[src/rtl/codec2_sn_update.sv]
// Codec2 analysis-buffer update: shifts Sn down by one frame, then appends N_SAMP new speech samples.
// Optional SN_INT_TO_Q16_EN converts loaded 16-bit integer PCM to Q16.16 before it is written.
module codec2_sn_update #(
    parameter int N       = 32,
    parameter int N_SAMP  = 80,
    parameter int M_PITCH = 320
) (
    input  logic         clk,
    input  logic         rst,
    input  logic         start_sn,
    input  logic [9:0]   speech_base,
    input  logic [N-1:0] out_speech,
    input  logic [N-1:0] read_c2_sn_out,
    output logic [9:0]   addr_speech,
    output logic [9:0]   addr_sn,
    output logic [N-1:0] write_c2_sn,
    output logic         re_c2_sn,
    output logic         we_c2_sn,
    output logic         done_sn
);

    typedef enum logic [3:0] {
        START   = 4'd0,
        SH_RD   = 4'd1,
        SH_WAIT = 4'd2,
        SH_CAP  = 4'd3,
        SH_WR   = 4'd4,
        LD_RD   = 4'd5,
        LD_WAIT = 4'd6,
        LD_CAP  = 4'd7,
        LD_WR   = 4'd8,
        DONE    = 4'd9
    } state_t;

    localparam logic [9:0] SHIFT_OFS = 10'(N_SAMP);
    localparam logic [9:0] SH_LAST   = 10'(M_PITCH - N_SAMP - 1);
    localparam logic [9:0] LD_OFS    = 10'(M_PITCH - N_SAMP);
    localparam logic [9:0] LD_LAST   = 10'(N_SAMP - 1);

    state_t         state_r;
    logic [9:0]     i_r;
    logic [9:0]     base_r;
    logic [N-1:0]   sn_data_r;

    // Format of a freshly loaded speech word before it enters Sn.
    function automatic logic [N-1:0] load_value(input logic [N-1:0] raw);
`ifdef SN_INT_TO_Q16_EN
        logic [N-1:0] ext;
        ext = {{(N-16){raw[15]}}, raw[15:0]};
        return ext << 16;
`else
        return raw;
`endif
    endfunction

    // Sequencer: every output is registered from the current state and index.
    always_ff @(posedge clk or negedge rst) begin
        if (!rst) begin
            state_r     <= START;
            i_r         <= 10'd0;
            base_r      <= 10'd0;
            sn_data_r   <= '0;
            addr_speech <= 10'd0;
            addr_sn     <= 10'd0;
            write_c2_sn <= '0;
            re_c2_sn    <= 1'b0;
            we_c2_sn    <= 1'b0;
            done_sn     <= 1'b0;
        end else begin
            re_c2_sn <= 1'b0;
            we_c2_sn <= 1'b0;
            done_sn  <= 1'b0;
            case (state_r)
                START: begin
                    if (start_sn) begin
                        state_r <= SH_RD;
                        i_r     <= 10'd0;
                        base_r  <= speech_base;
                    end else begin
                        state_r <= START;
                    end
                end
                SH_RD: begin
                    addr_sn  <= i_r + SHIFT_OFS;
                    re_c2_sn <= 1'b1;
                    state_r  <= SH_WAIT;
                end
                SH_WAIT: begin
                    addr_sn  <= i_r + SHIFT_OFS;
                    re_c2_sn <= 1'b1;
                    state_r  <= SH_CAP;
                end
                SH_CAP: begin
                    sn_data_r <= read_c2_sn_out;
                    state_r   <= SH_WR;
                end
                SH_WR: begin
                    addr_sn     <= i_r;
                    write_c2_sn <= sn_data_r;
                    we_c2_sn    <= 1'b1;
                    if (i_r == SH_LAST) begin
                        i_r     <= 10'd0;
                        state_r <= LD_RD;
                    end else begin
                        i_r     <= i_r + 10'd1;
                        state_r <= SH_RD;
                    end
                end
                LD_RD: begin
                    // 10-bit add wraps the speech address modulo 1024
                    addr_speech <= base_r + i_r;
                    state_r     <= LD_WAIT;
                end
                LD_WAIT: begin
                    addr_speech <= base_r + i_r;
                    state_r     <= LD_CAP;
                end
                LD_CAP: begin
                    sn_data_r <= load_value(out_speech);
                    state_r   <= LD_WR;
                end
                LD_WR: begin
                    addr_sn     <= LD_OFS + i_r;
                    write_c2_sn <= sn_data_r;
                    we_c2_sn    <= 1'b1;
                    if (i_r == LD_LAST) begin
                        state_r <= DONE;
                    end else begin
                        i_r     <= i_r + 10'd1;
                        state_r <= LD_RD;
                    end
                end
                DONE: begin
                    done_sn <= 1'b1;
                    state_r <= START;
                end
                default: begin
                    state_r <= START;
                end
            endcase
        end
    end

endmodule
[config.mk]
export PLATFORM = sky130hd
export DESIGN_NAME = codec2_sn_update
export DESIGN_NICKNAME = d
export VERILOG_FILES = /design/src/rtl/codec2_sn_update.sv
export SDC_FILE = /design/constraint.sdc
export NUM_CORES = 1
export LEC_CHECK = 0
export ABC_AREA = 1
export CORE_MARGIN = 4
export CORE_UTILIZATION = 51
export CTS_BUF_LIST = sky130_fd_sc_hd__clkbuf_8
export DETAILED_ROUTE_END_ITERATION = 10
export PLACE_DENSITY = 0.93
export SETUP_SLACK_MARGIN = 0.3
export SLEW_MARGIN = 10
export SYNTH_ARGS = -nofsm -noshare
export SYNTH_HDL_FRONTEND = slang
export SYNTH_SLANG_ARGS = --single-unit
[constraint.sdc]
create_clock -name clk -period 2 [get_ports clk]
set_clock_uncertainty 0.1 [all_clocks]
set_input_delay 0.4 -clock clk [delete_from_list [all_inputs] [get_ports clk]]
set_output_delay 0.4 -clock clk [all_outputs]
set_load 0.02 [all_outputs]
==> metrics.md <==
| Metric | Value |
|---|---|
| FF-to-FF path depth | 7 |
| # IOs | 132 |
| Worst rel slew slack | 0.688 |
| CTS root buffer | clkbuf_8 |
| Hold Crit Class | in -> async |
| CP arrival | 2.17 ns |
| Worst setup EP type | flip-flop |
| Min cycle time layout | 1.96 ns |
| Prevailing post-synth register cell | dfrtp_1 |
| Required @ worst endpoint | 2.21 ns |
| Clk pwr share | 0.324 |
| Via-per-instance ratio | 5.74 |
| Max-cap violations | 0 |
| Reg2reg start | i_r[1] |
| Post-Synthesis Cells | between 600 and 700 |
| Clock latency on the worst-skew pair | 0.39 ns |
| Met3 usage | 0.0393 |
| First-pass GRT wire length | 24900 microns |
| Fin area | 7670 sq um |
| CTS tree | yes |
| GRT met2 Usage | 0.407 |
| Crit Path Category | reg -> reg |
| Commonest non-fill, non-tap cells in the layout | 244 x nand2_1, 103 x dfrtp_1, 75 x clkdlybuf4s50_1 |
| Switching part of the total | 0.254 |
| NetSw | 1.01 mW |
| # rows | 37 |
| Commonest non-fill, non-tap cell in the layout | nand2_1 |
| GRT Overall Usage | 0.247 |
| Fill count | 716 |
| Simple-gate share of the synthesized area | 0.284 |
| FMAX | 510 MHz |
| Clk sinks | 111 |
| Syn nets | 758 |
| DIE AREA | 12300 sq um |
| PwrDens | between 500 and 600 nW/um^2 |
| Drt initial violations | approximately 650 |
| H-tree levels | 3 |
| Die width | 111 microns |
| Gpl congestion | 0.971 |
| Via count | 5640 |
| FF+latch count, synth | 111 |
| M1 GR Usage | 0.325 |
| Sequential Power Share | 0.587 |
| Fin. max-slew vios | 0 |
| Final HPWL DP | 10100 microns |
| Post-synthesis compound-gate area fraction | 0.106 |
| Ant. Diodes | 0 |
| CP Launch Type | flip-flop |
| Tightest Pin Transition | 0.469 ns |
| Core Area | 10300 sq um |
| GR peak layer | met2 |
| Final hold vios | 0 |
| Synth Area in XOR/XNOR | 0.0146 |
| Peak supply drop | 327 uV |
| Worst reg2reg setup slack | 0.04 ns |
| Clock-pin slew on the worst setup and hold paths | 0.12 ns |
| Internal cell power | 2.97 mW |
| Period utilization | 0.980 |
| DRT Pass-1 Iters | 6 |
| P_leak | 3.82 nW |
| Routed wire length | 17700 microns |
| Seq/Total Area, Yosys | 0.514 |
| Synth unique cells | 37 |
| Clock Path Buffers | 2 |
| Area growth from synthesis to layout | 42.0% |
| Largest family of logic cells by synthesized area | simple AND/OR/NAND/NOR gates |
| Wire per inst | 18.0 microns |
| Combinational power share | 0.088 |
| Largest net degree at the start of global routing | 48 |
| Grt total ovfl | 0 |
| Post-synth ARST share | 1.00 |
| FF-to-FF End | i_r[1] |
| Cts bufs inserted | 9 |
| Post-Place Cell Area | 6900 sq um |
| Vias in the first global route | 5033 |
| Number of flops mapped to enable cells by yosys | 0 |
| Mux cell area share after synthesis | 0 |
| Die height | 111 microns |
| Post-detailed-route count of antenna-violating nets | 0 |
| Initial core utilization | 0.524 |
| Share of layout cells above drive strength 1 | 0.183 |
| Sum Neg Setup Slack | 0 ns |
| Mapped cell area | 5410 sq um |
| Worst-path fanout max | 6 |
| Final Setup Violations | 0 |
| Status | finished clean |
| IO Port Bufs | 131 |
| Ys Warns | 0 |
| Final Net Count | 931 |
| DRC viols | 0 |
| Adder-Cell Fraction of Synth Area | 0.0292 |
| Initial antenna violation count | 0 |
| Syn Area/Cell | 8.08 sq um |
| RSZ-0062 raised after global routing | yes |
==> Yosys cell counts, types with 3 or more instances <==
| library cell | n | area share |
|---|---|---|
| a31oi_1 | 5 | 0.0058 |
| nor3_1 | 4 | 0.0037 |
| o21ai_0 | 51 | 0.047 |
| ha_1 | 11 | 0.025 |
| nand2_4 | 3 | 0.0062 |
| clkbuf_1 | 10 | 0.0069 |
| nand2_1 | 255 | 0.18 |
| nor2_1 | 50 | 0.035 |
| xnor2_1 | 3 | 0.0049 |
| xor2_1 | 6 | 0.0097 |
| nand3_1 | 33 | 0.031 |
| inv_2 | 6 | 0.0042 |
| o21ai_1 | 31 | 0.029 |
| nand4_1 | 8 | 0.0093 |
| dfrtp_1 | 111 | 0.51 |
| nand3b_1 | 3 | 0.0042 |
| a21oi_1 | 9 | 0.0083 |
| inv_1 | 32 | 0.022 |
| buf_2 | 12 | 0.011 |
| o21ai_2 | 3 | 0.0049 |
==> layer usage <==
metal | vias to the layer above | part of all wire | routed length (microns)
met3 | 121 | 0.079 | 1400
met1 | 2627 | 0.38 | 6700
met2 | 390 | 0.48 | 8570
li1 | 2502 | - | -
met4 | 0 | 0.059 | 1050
met5 | - | 0 | 0
==> sequential cells by signal, indices dropped and copies added (netlist names) <==
name and flops:
base_r 10, addr_speech 10, re_c2_sn 1, addr_sn 10, i_r 10, write_c2_sn 32, sn_data_r 32, we_c2_sn 1
state_r 4, done_sn 1
==> critical path, stage by stage (launching register included) <==
cell and delay [ns]:
dfrtp_1 0.44, ha_2 0.27, inv_1 0.12, nor2_4 0.20, nand3_2 0.15, o21ai_4 0.17, clkinvlp_4 0.24, o21ai_1 0.20
==> cell type report <==
cell class	count	area, sq um	area share
Clock inverter	7	57.6	0.00750
Clock buffer	9	124	0.0161
Timing Repair Buffer	186	1750	0.229
Sequential cell	111	2790	0.363
Multi-Input combinational cell	493	2600	0.339
Inverter	40	169	0.0220
Tap cell	136	170	0.0222
Timing Repair inverter	1	7.51	0.000978
==> how the worst max path moves through the flow <==
stage | start | end | slack [ns] | cells past startpoint
detailed placement | i_r[0] | i_r[0] | 0.15 | 8
CTS | i_r[0] | addr_speech[6] | 0.26 | 9
global placement | i_r[0] | i_r[3] | 0.23 | 8
finish | i_r[1] | i_r[1] | 0.04 | 7
global route | i_r[1] | i_r[3] | 0.04 | 8
floorplan | i_r[0] | addr_speech[6] | 0.33 | 9
==> cells by family after synthesis <==
| logic type | count (synthesis) |
|---|---|
| AND/OR/NAND/NOR | 366 |
| buffers and inverters | 65 |
| adder cells (fa/ha/maj) | 12 |
| XOR/XNOR | 9 |
| AO/OA/AOI/OAI | 106 |
| flip-flops | 111 |
==> power groups by stage <==
stage                     logic, mW  registers [mW]  clock network (mW)
after floorplan              0.0483            2.42                   0
after global placement        0.369            2.38                   0
after detailed placement      0.375            2.39                   0
after CTS                     0.355            2.34                1.30
after global routing          0.385            2.35                1.39
final                         0.351            2.34                1.29
==> metrics by stage <==
stage	util	hold WS, ns	setup slack [ns]	total power, mW	std cells
6_report	0.743	0.376	0.0397	3.99	983
2_1_floorplan	-	0.00441	0.326	2.47	669
4_1_cts	0.697	0.373	0.257	3.99	953
3_5_place_dp	0.668	0.277	0.153	2.76	924
3_3_place_gp	0.668	0.276	0.234	2.75	924
5_1_grt	0.743	0.401	0.0398	4.13	983
==> repair_timing <==
action                     4_1_cts  5_1_grt
pin swaps                        6       23
hold buffers                     1        0
hold endpoints to repair        31        0
setup endpoints to repair       88       85
resized for setup               77       66
cloned                           0        1
setup buffers                   12       29
Note: power is estimated with default switching activity, not from simulation.
